===== config.mk =====
export PLATFORM = sky130hd
export DESIGN_NAME = spi_resp
export DESIGN_NICKNAME = d
export VERILOG_FILES = /design/src/rtl/spi_resp.sv
export SDC_FILE = /design/constraint.sdc
export NUM_CORES = 1
export LEC_CHECK = 0
export BUFFER_PORTS_ARGS = -buffer_cell sky130_fd_sc_hd__buf_4
export CAP_MARGIN = 20
export CORE_UTILIZATION = 60
export CTS_BUF_LIST = sky130_fd_sc_hd__clkbuf_8
export CTS_CLUSTER_DIAMETER = 100
export DETAILED_ROUTE_END_ITERATION = 6
export GPL_TIMING_DRIVEN = 1
export PLACE_DENSITY = 0.94
export SKIP_CTS_REPAIR_TIMING = 1
export SYNTH_ARGS = -nofsm -noshare
export SYNTH_HDL_FRONTEND = slang
export SYNTH_SLANG_ARGS = --single-unit

===== constraint.sdc =====
create_clock -name SCLK -period 2.6 [get_ports SCLK]
set_clock_uncertainty 0.05 [all_clocks]
set_input_delay 0 -clock SCLK [delete_from_list [all_inputs] [get_ports SCLK]]
set_output_delay 0 -clock SCLK [all_outputs]
set_load 0.005 [all_outputs]

===== src/rtl/spi_resp.sv =====
// rtl/spi_resp.sv - SPI responder: byte receiver with overrun flag, framed byte transmitter.
// Define SPI_RESP_ECHO_EN to reload the transmit holding register with each received byte.
module spi_resp (
    input  logic       SCLK,
    input  logic       RST,
    input  logic       CS_N,
    input  logic       MOSI,
    output logic       MISO,
    output logic [7:0] RX_DATA,
    output logic       RX_VALID,
    input  logic       RX_ACK,
    output logic       RX_OVR,
    input  logic [7:0] TX_DATA,
    input  logic       TX_STB,
    output logic       TX_READY,
    output logic       TX_DONE
);

    typedef enum logic [1:0] {
        ST_IDLE,
        ST_START,
        ST_DATA,
        ST_STOP
    } tx_state_t;

    logic [6:0] rx_shift_q, rx_shift_d;
    logic [2:0] rx_cnt_q, rx_cnt_d;
    logic [7:0] rx_data_q, rx_data_d;
    logic       rx_valid_q, rx_valid_d;
    logic       rx_ovr_q, rx_ovr_d;
    logic [7:0] rx_byte;
    logic       byte_done;

    logic [7:0] hold_q, hold_d;
    logic       hold_full_q, hold_full_d;
    logic       tx_accept;
    logic       tx_start;

    tx_state_t  state_q, state_d;
    logic [7:0] tx_shift_q, tx_shift_d;
    logic [2:0] tx_cnt_q, tx_cnt_d;
    logic       miso_q, miso_d;
    logic       tx_done_q, tx_done_d;

    assign rx_byte   = {rx_shift_q, MOSI};
    assign tx_accept = TX_STB & ~hold_full_q;

    // Receive path: completion on the eighth selected edge; an ack on that
    // same edge consumes the old byte, so the new one never counts as overrun.
    always_comb begin
        rx_shift_d = rx_shift_q;
        rx_cnt_d   = rx_cnt_q;
        rx_data_d  = rx_data_q;
        rx_valid_d = rx_valid_q;
        rx_ovr_d   = rx_ovr_q;
        byte_done  = 1'b0;
        if (CS_N) begin
            rx_cnt_d = 3'd0;
        end else begin
            rx_shift_d = rx_byte[6:0];
            rx_cnt_d   = rx_cnt_q + 3'd1;
            byte_done  = (rx_cnt_q == 3'd7);
        end
        if (byte_done) begin
            rx_data_d  = rx_byte;
            rx_valid_d = 1'b1;
            if (rx_valid_q && !RX_ACK) begin
                rx_ovr_d = 1'b1;
            end else if (rx_valid_q && RX_ACK) begin
                rx_ovr_d = 1'b0;
            end
        end else if (rx_valid_q && RX_ACK) begin
            rx_valid_d = 1'b0;
            rx_ovr_d   = 1'b0;
        end
    end

    // Transmit FSM: START carries the start bit, DATA the eight data bits.
    always_comb begin
        state_d    = state_q;
        tx_shift_d = tx_shift_q;
        tx_cnt_d   = tx_cnt_q;
        miso_d     = 1'b1;
        tx_done_d  = 1'b0;
        tx_start   = 1'b0;
        case (state_q)
            ST_IDLE: begin
                if (hold_full_q && !CS_N) begin
                    state_d    = ST_START;
                    miso_d     = 1'b0;
                    tx_shift_d = hold_q;
                    tx_start   = 1'b1;
                end
            end
            ST_START: begin
                if (CS_N) begin
                    state_d    = ST_IDLE;
                    tx_shift_d = 8'h00;
                end else begin
                    state_d    = ST_DATA;
                    miso_d     = tx_shift_q[7];
                    tx_shift_d = {tx_shift_q[6:0], 1'b0};
                    tx_cnt_d   = 3'd0;
                end
            end
            ST_DATA: begin
                if (CS_N) begin
                    state_d    = ST_IDLE;
                    tx_shift_d = 8'h00;
                    tx_cnt_d   = 3'd0;
                end else if (tx_cnt_q == 3'd7) begin
                    state_d   = ST_STOP;
                    tx_done_d = 1'b1;
                    tx_cnt_d  = 3'd0;
                end else begin
                    miso_d     = tx_shift_q[7];
                    tx_shift_d = {tx_shift_q[6:0], 1'b0};
                    tx_cnt_d   = tx_cnt_q + 3'd1;
                end
            end
            ST_STOP: begin
                state_d = ST_IDLE;
            end
            default: begin
                state_d = ST_IDLE;
            end
        endcase
    end

    // Holding register: an explicit strobe always wins over an echoed byte.
    always_comb begin
        hold_d      = hold_q;
        hold_full_d = hold_full_q;
        if (tx_start) begin
            hold_full_d = 1'b0;
        end
        if (tx_accept) begin
            hold_d      = TX_DATA;
            hold_full_d = 1'b1;
        end
`ifdef SPI_RESP_ECHO_EN
        else if (byte_done && !hold_full_q) begin
            hold_d      = rx_byte;
            hold_full_d = 1'b1;
        end
`else
`endif
    end

    always_ff @(posedge SCLK) begin
        if (RST) begin
            rx_shift_q  <= 7'd0;
            rx_cnt_q    <= 3'd0;
            rx_data_q   <= 8'h00;
            rx_valid_q  <= 1'b0;
            rx_ovr_q    <= 1'b0;
            hold_q      <= 8'h00;
            hold_full_q <= 1'b0;
            state_q     <= ST_IDLE;
            tx_shift_q  <= 8'h00;
            tx_cnt_q    <= 3'd0;
            miso_q      <= 1'b1;
            tx_done_q   <= 1'b0;
        end else begin
            rx_shift_q  <= rx_shift_d;
            rx_cnt_q    <= rx_cnt_d;
            rx_data_q   <= rx_data_d;
            rx_valid_q  <= rx_valid_d;
            rx_ovr_q    <= rx_ovr_d;
            hold_q      <= hold_d;
            hold_full_q <= hold_full_d;
            state_q     <= state_d;
            tx_shift_q  <= tx_shift_d;
            tx_cnt_q    <= tx_cnt_d;
            miso_q      <= miso_d;
            tx_done_q   <= tx_done_d;
        end
    end

    assign MISO     = miso_q;
    assign RX_DATA  = rx_data_q;
    assign RX_VALID = rx_valid_q;
    assign RX_OVR   = rx_ovr_q;
    assign TX_READY = ~hold_full_q;
    assign TX_DONE  = tx_done_q;

endmodule


* After elaboration in Yosys (flattened, before gate mapping)
Cells that the tools add are included.
Cells by class: bitwise gates (word level) 3, multiplexer cells 30, reductions and logical operators 15, add/sub/neg operators 2, eq/ne operators 9
Operators by type and width (number):
- $mux 8 | 4
- $pmux 8 s3 | 1
- $mux 1 | 15
- $mux 3 | 3
- $mux 2 | 4
- $pmux 2 s4 | 1
- $add 3x1->3 const B | 2
- $eq 3x3->1 const B | 2
- $ne 3x3->1 const B | 2
- $pmux 3 s2 | 1
- $reduce_bool 2->1 | 3
- $eq 2x2->1 const B | 2
- $ne 2x2->1 const B | 2
- $reduce_and 2->1 | 2
- $logic_and 1x1->1 | 3
- $pmux 1 s3 | 1
- $reduce_and 3->1 | 1
- $reduce_bool 3->1 | 1
- $reduce_or 3->1 | 1
- $eq 2x1->1 const B | 1
- $logic_not 1->1 | 2
- $logic_not 2->1 | 1
- $not 1->1 | 2
- $reduce_or 2->1 | 1
- $and 1x1->1 | 1
Word-level totals: bits of input ports 14, flip-flop bits (word level) 44, logic and storage cells 71, output and inout port bits 13

* Logic depth before layout (Yosys ltp)
depth in word-level cells 6, mapped depth 7, gate-level depth less buffers 6

* Worst setup path after synthesis
No wires, ideal clock.
kind register -> register, from register tx_cnt_q[0], to register tx_shift_q[2], setup slack 0.830 ns, buffers on the path 1, period minus slack after synthesis 1.770 ns, stages on the path, launching flop included 8, data required time 2.462 ns, library setup time 0.088 ns, data arrival time 1.632 ns, cells stage by stage dfxtp_1 ha_1 ha_1 and2_1 a221oi_4 buf_6 nor2_1 a311oi_2
On the way: longest elaborated chain between the ends 3
RTL lines:
- start: declaration | line 41 | logic [2:0] tx_cnt_q, tx_cnt_d;
- start signal: assignment | line 174 | tx_cnt_q <= tx_cnt_d;
- $eq 3x3->1 | line 111 | end else if (tx_cnt_q == 3'd7) begin
- $ne 3x3->1 (no line)
- $reduce_and 3->1 (no line)
- end signal: assignment | line 173 | tx_shift_q <= tx_shift_d;
- end: declaration | line 40 | logic [7:0] tx_shift_q, tx_shift_d;
No other way between the ends. A chain may end at the register's enable or synchronous reset.

* Worst setup path in the final report
from register tx_cnt_q[0], to register tx_shift_q[6]
Same word-level chain as after synthesis.

==> qor.txt <==
status: finished, violations left
failing checks: design-rule violations
post-synth cell types: 25
Final Hold Fails: 0
Max transition margin: 0.494
period utilisation layout: 0.857
maximum vdd drop: 0.000604 V
DP HPWL: 2.23 mm
Synth top cells by count: dfxtp_1, nand2_1, a21oi_1
Starting Density: 0.644
Slew Limit Fails: 0
# H-tree levels: 2
Setup crit start kind: flop
row cnt: 19
synth-to-layout area growth: 20.7%
Post-synth EDFFs: 0
# DRC: 2
setup violators final: 0
layout cells sized above 1: 0.155
fmax: 0.449 GHz
antenna violations before repair: 0
CP Capture Point: tx_shift_q[6]
Syn Area/Cell: 9.03 µm²
CTS tree: built
setup repair after global routing missed its margin: false
Ports: 27
Critical path origin: tx_cnt_q[0]
First DRT Iteration DRCs: 104
fin crit period: 2.23 ns
post-synthesis cell area: 1810 µm²
via/cell ratio: 6.03
Power Density: 664 nW/µm²
CTS sink cnt: 44
ys async rst share: 0
Seq cells post-synth: 44
Worst R2R Setup Slack: 0.37 ns
Vias: 1591
PnR Total Power: 1450 µW
Seq/Total Area, Yosys: 0.488
clk buf depth: 2
most common cell in the netlist: dfxtp_1
reg2reg path depth: 6
total congestion overflow: 0
Reg2Reg Launch Point: tx_cnt_q[0]
Area contributors post-synth: dfxtp_1, nand2_1, a21oi_1
CP Data Arrival Time: 2.38 ns
Syn Inst Count: 200
R2R Path End: tx_shift_q[6]
post-route ant nets: 0
IO Port Bufs: 26
drt wl/cell: 17.0 µm
gp weighted congestion: 0.759
post-synth net total: 222
gr usage total: 0.231
first-pass GRT wire length: 5.60 mm
Clock Latency Late Sink: 0.30 ns
Die W: 56.9 µm
max-capacitance violation count: 0
largest net degree at the start of global routing: 45
vias in the first global route: 1335
drt total wl: 4.49 mm
NumNets Final: 254
ANT cells: 0
dominant cell type by area after synthesis: dfxtp_1
share of the synthesized area in the top cell type: 0.488
clock transition at the registers of the reported paths: 0.08 ns
Hold Path Class: in2reg
Fin Setup TNS: 0 ns
CTS buffer count: 5
Main synth FF type: dfxtp_1
height of the die: 56.9 µm
fin util: 0.777
Core Region: 2810 µm²
drt pass-1 iters: 6
Crit Path Category: reg2reg
Worst EP required: 2.75 ns
Crit. End Element: flop
filler cell count: 153
Die ar.: 3230 µm²
CTS root buffer: clkbuf_8
Max Fanout on Critical Path: 16
synth warn: 0
Leakage: 0.000869 µW
Slew @ Worst Pin: 0.759 ns
## power breakdown
part           internal, µW  total [µW]  switching, µW
logic                   113         261            148
clock network           209         435            226
registers               720         752           31.9
## stage by stage
| step | hold slack [ns] | instances | worst slack (ns) | cell area (µm²) |
|---|---|---|---|---|
| floorplan | 0.0501 | 200 | 0.830 | 1810 |
| global placement | 0.142 | 245 | 0.663 | 1980 |
| detailed placement | 0.150 | 245 | 0.513 | 1980 |
| CTS | -0.168 | 253 | 0.507 | 2070 |
| global route | 0.0111 | 264 | 0.290 | 2180 |
| finish | 0.0145 | 264 | 0.373 | 2180 |
## how the worst min path moves through the flow
| stage | from | depth (start not counted) | to | slack [ns] |
|---|---|---|---|---|
| after floorplan | RX_ACK | 1 | flop | 0.05 |
| after global placement | RX_ACK | 2 | flop | 0.14 |
| after detailed placement | RX_ACK | 2 | flop | 0.15 |
| after CTS | RX_ACK | 2 | flop | -0.17 |
| after global routing | CS_N | 2 | rx_cnt_q[1] | 0.01 |
| final | CS_N | 2 | rx_cnt_q[0] | 0.01 |
## worst max-delay path, cell delays in order (launching register included)
cell and delay [ns]:
dfxtp_1 0.33, ha_1 0.20, ha_1 0.20, and2_1 0.21, a221oi_4 0.67, nor2_1 0.15
a311oi_1 0.32
## layout by cell type, fill, tap and decap left out
cell           count
a211oi_1           2
a21oi_1           21
a221oi_4           1
a22oi_1            3
a311oi_1           6
a311oi_2           2
and2_1             1
buf_4             26
clkbuf_8           6
dfxtp_1           44
dlygate4sd3_1     11
ha_1               8
inv_1              8
mux2i_1            8
nand2_1           35
nand2b_1           9
nand2b_4           1
nand3_1            7
nand3b_1           1
nor2_1            20
nor2b_1            4
nor3_1             3
nor3b_1            3
nor4_1             1
o31ai_1            1
o32ai_1            1
## logic make-up after synthesis
family / after synthesis / synth area share
flip-flops: 44 / 0.488
multiplexers: 8 / 0.0444
AND/OR/NAND/NOR: 85 / 0.218
buffers and inverters: 18 / 0.0457
adder cells (fa/ha/maj): 8 / 0.0554
AO/OA/AOI/OAI: 37 / 0.148
## flip-flops by register name, indices dropped and copies added, names as in the netlist, 2 cells and up, named ones only
signal      cells
tx_shift_q      8
rx_cnt_q        3
RX_DATA         8
tx_cnt_q        3
hold_q          8
rx_shift_q      7
state_q         2
## routing by layer
metal,vias up,share of wire,GRT usage
met3,23,0.069,0.0876
met4,0,0.036,0.105
li1,743,-,-
met5,-,0,0
met1,748,0.41,0.262
met2,77,0.48,0.384
## cell type report
| class | count | area [µm²] | area share |
|---|---|---|---|
| clock buffer | 6 | 82.6 | 0.0379 |
| clock inverter | 2 | 7.51 | 0.00344 |
| inverter | 6 | 22.5 | 0.0103 |
| multi-input combinational | 138 | 842 | 0.386 |
| sequential | 44 | 881 | 0.404 |
| tap | 31 | 38.8 | 0.0178 |
| timing repair buffer | 37 | 305 | 0.140 |
Power figures use the tool's default switching activity.
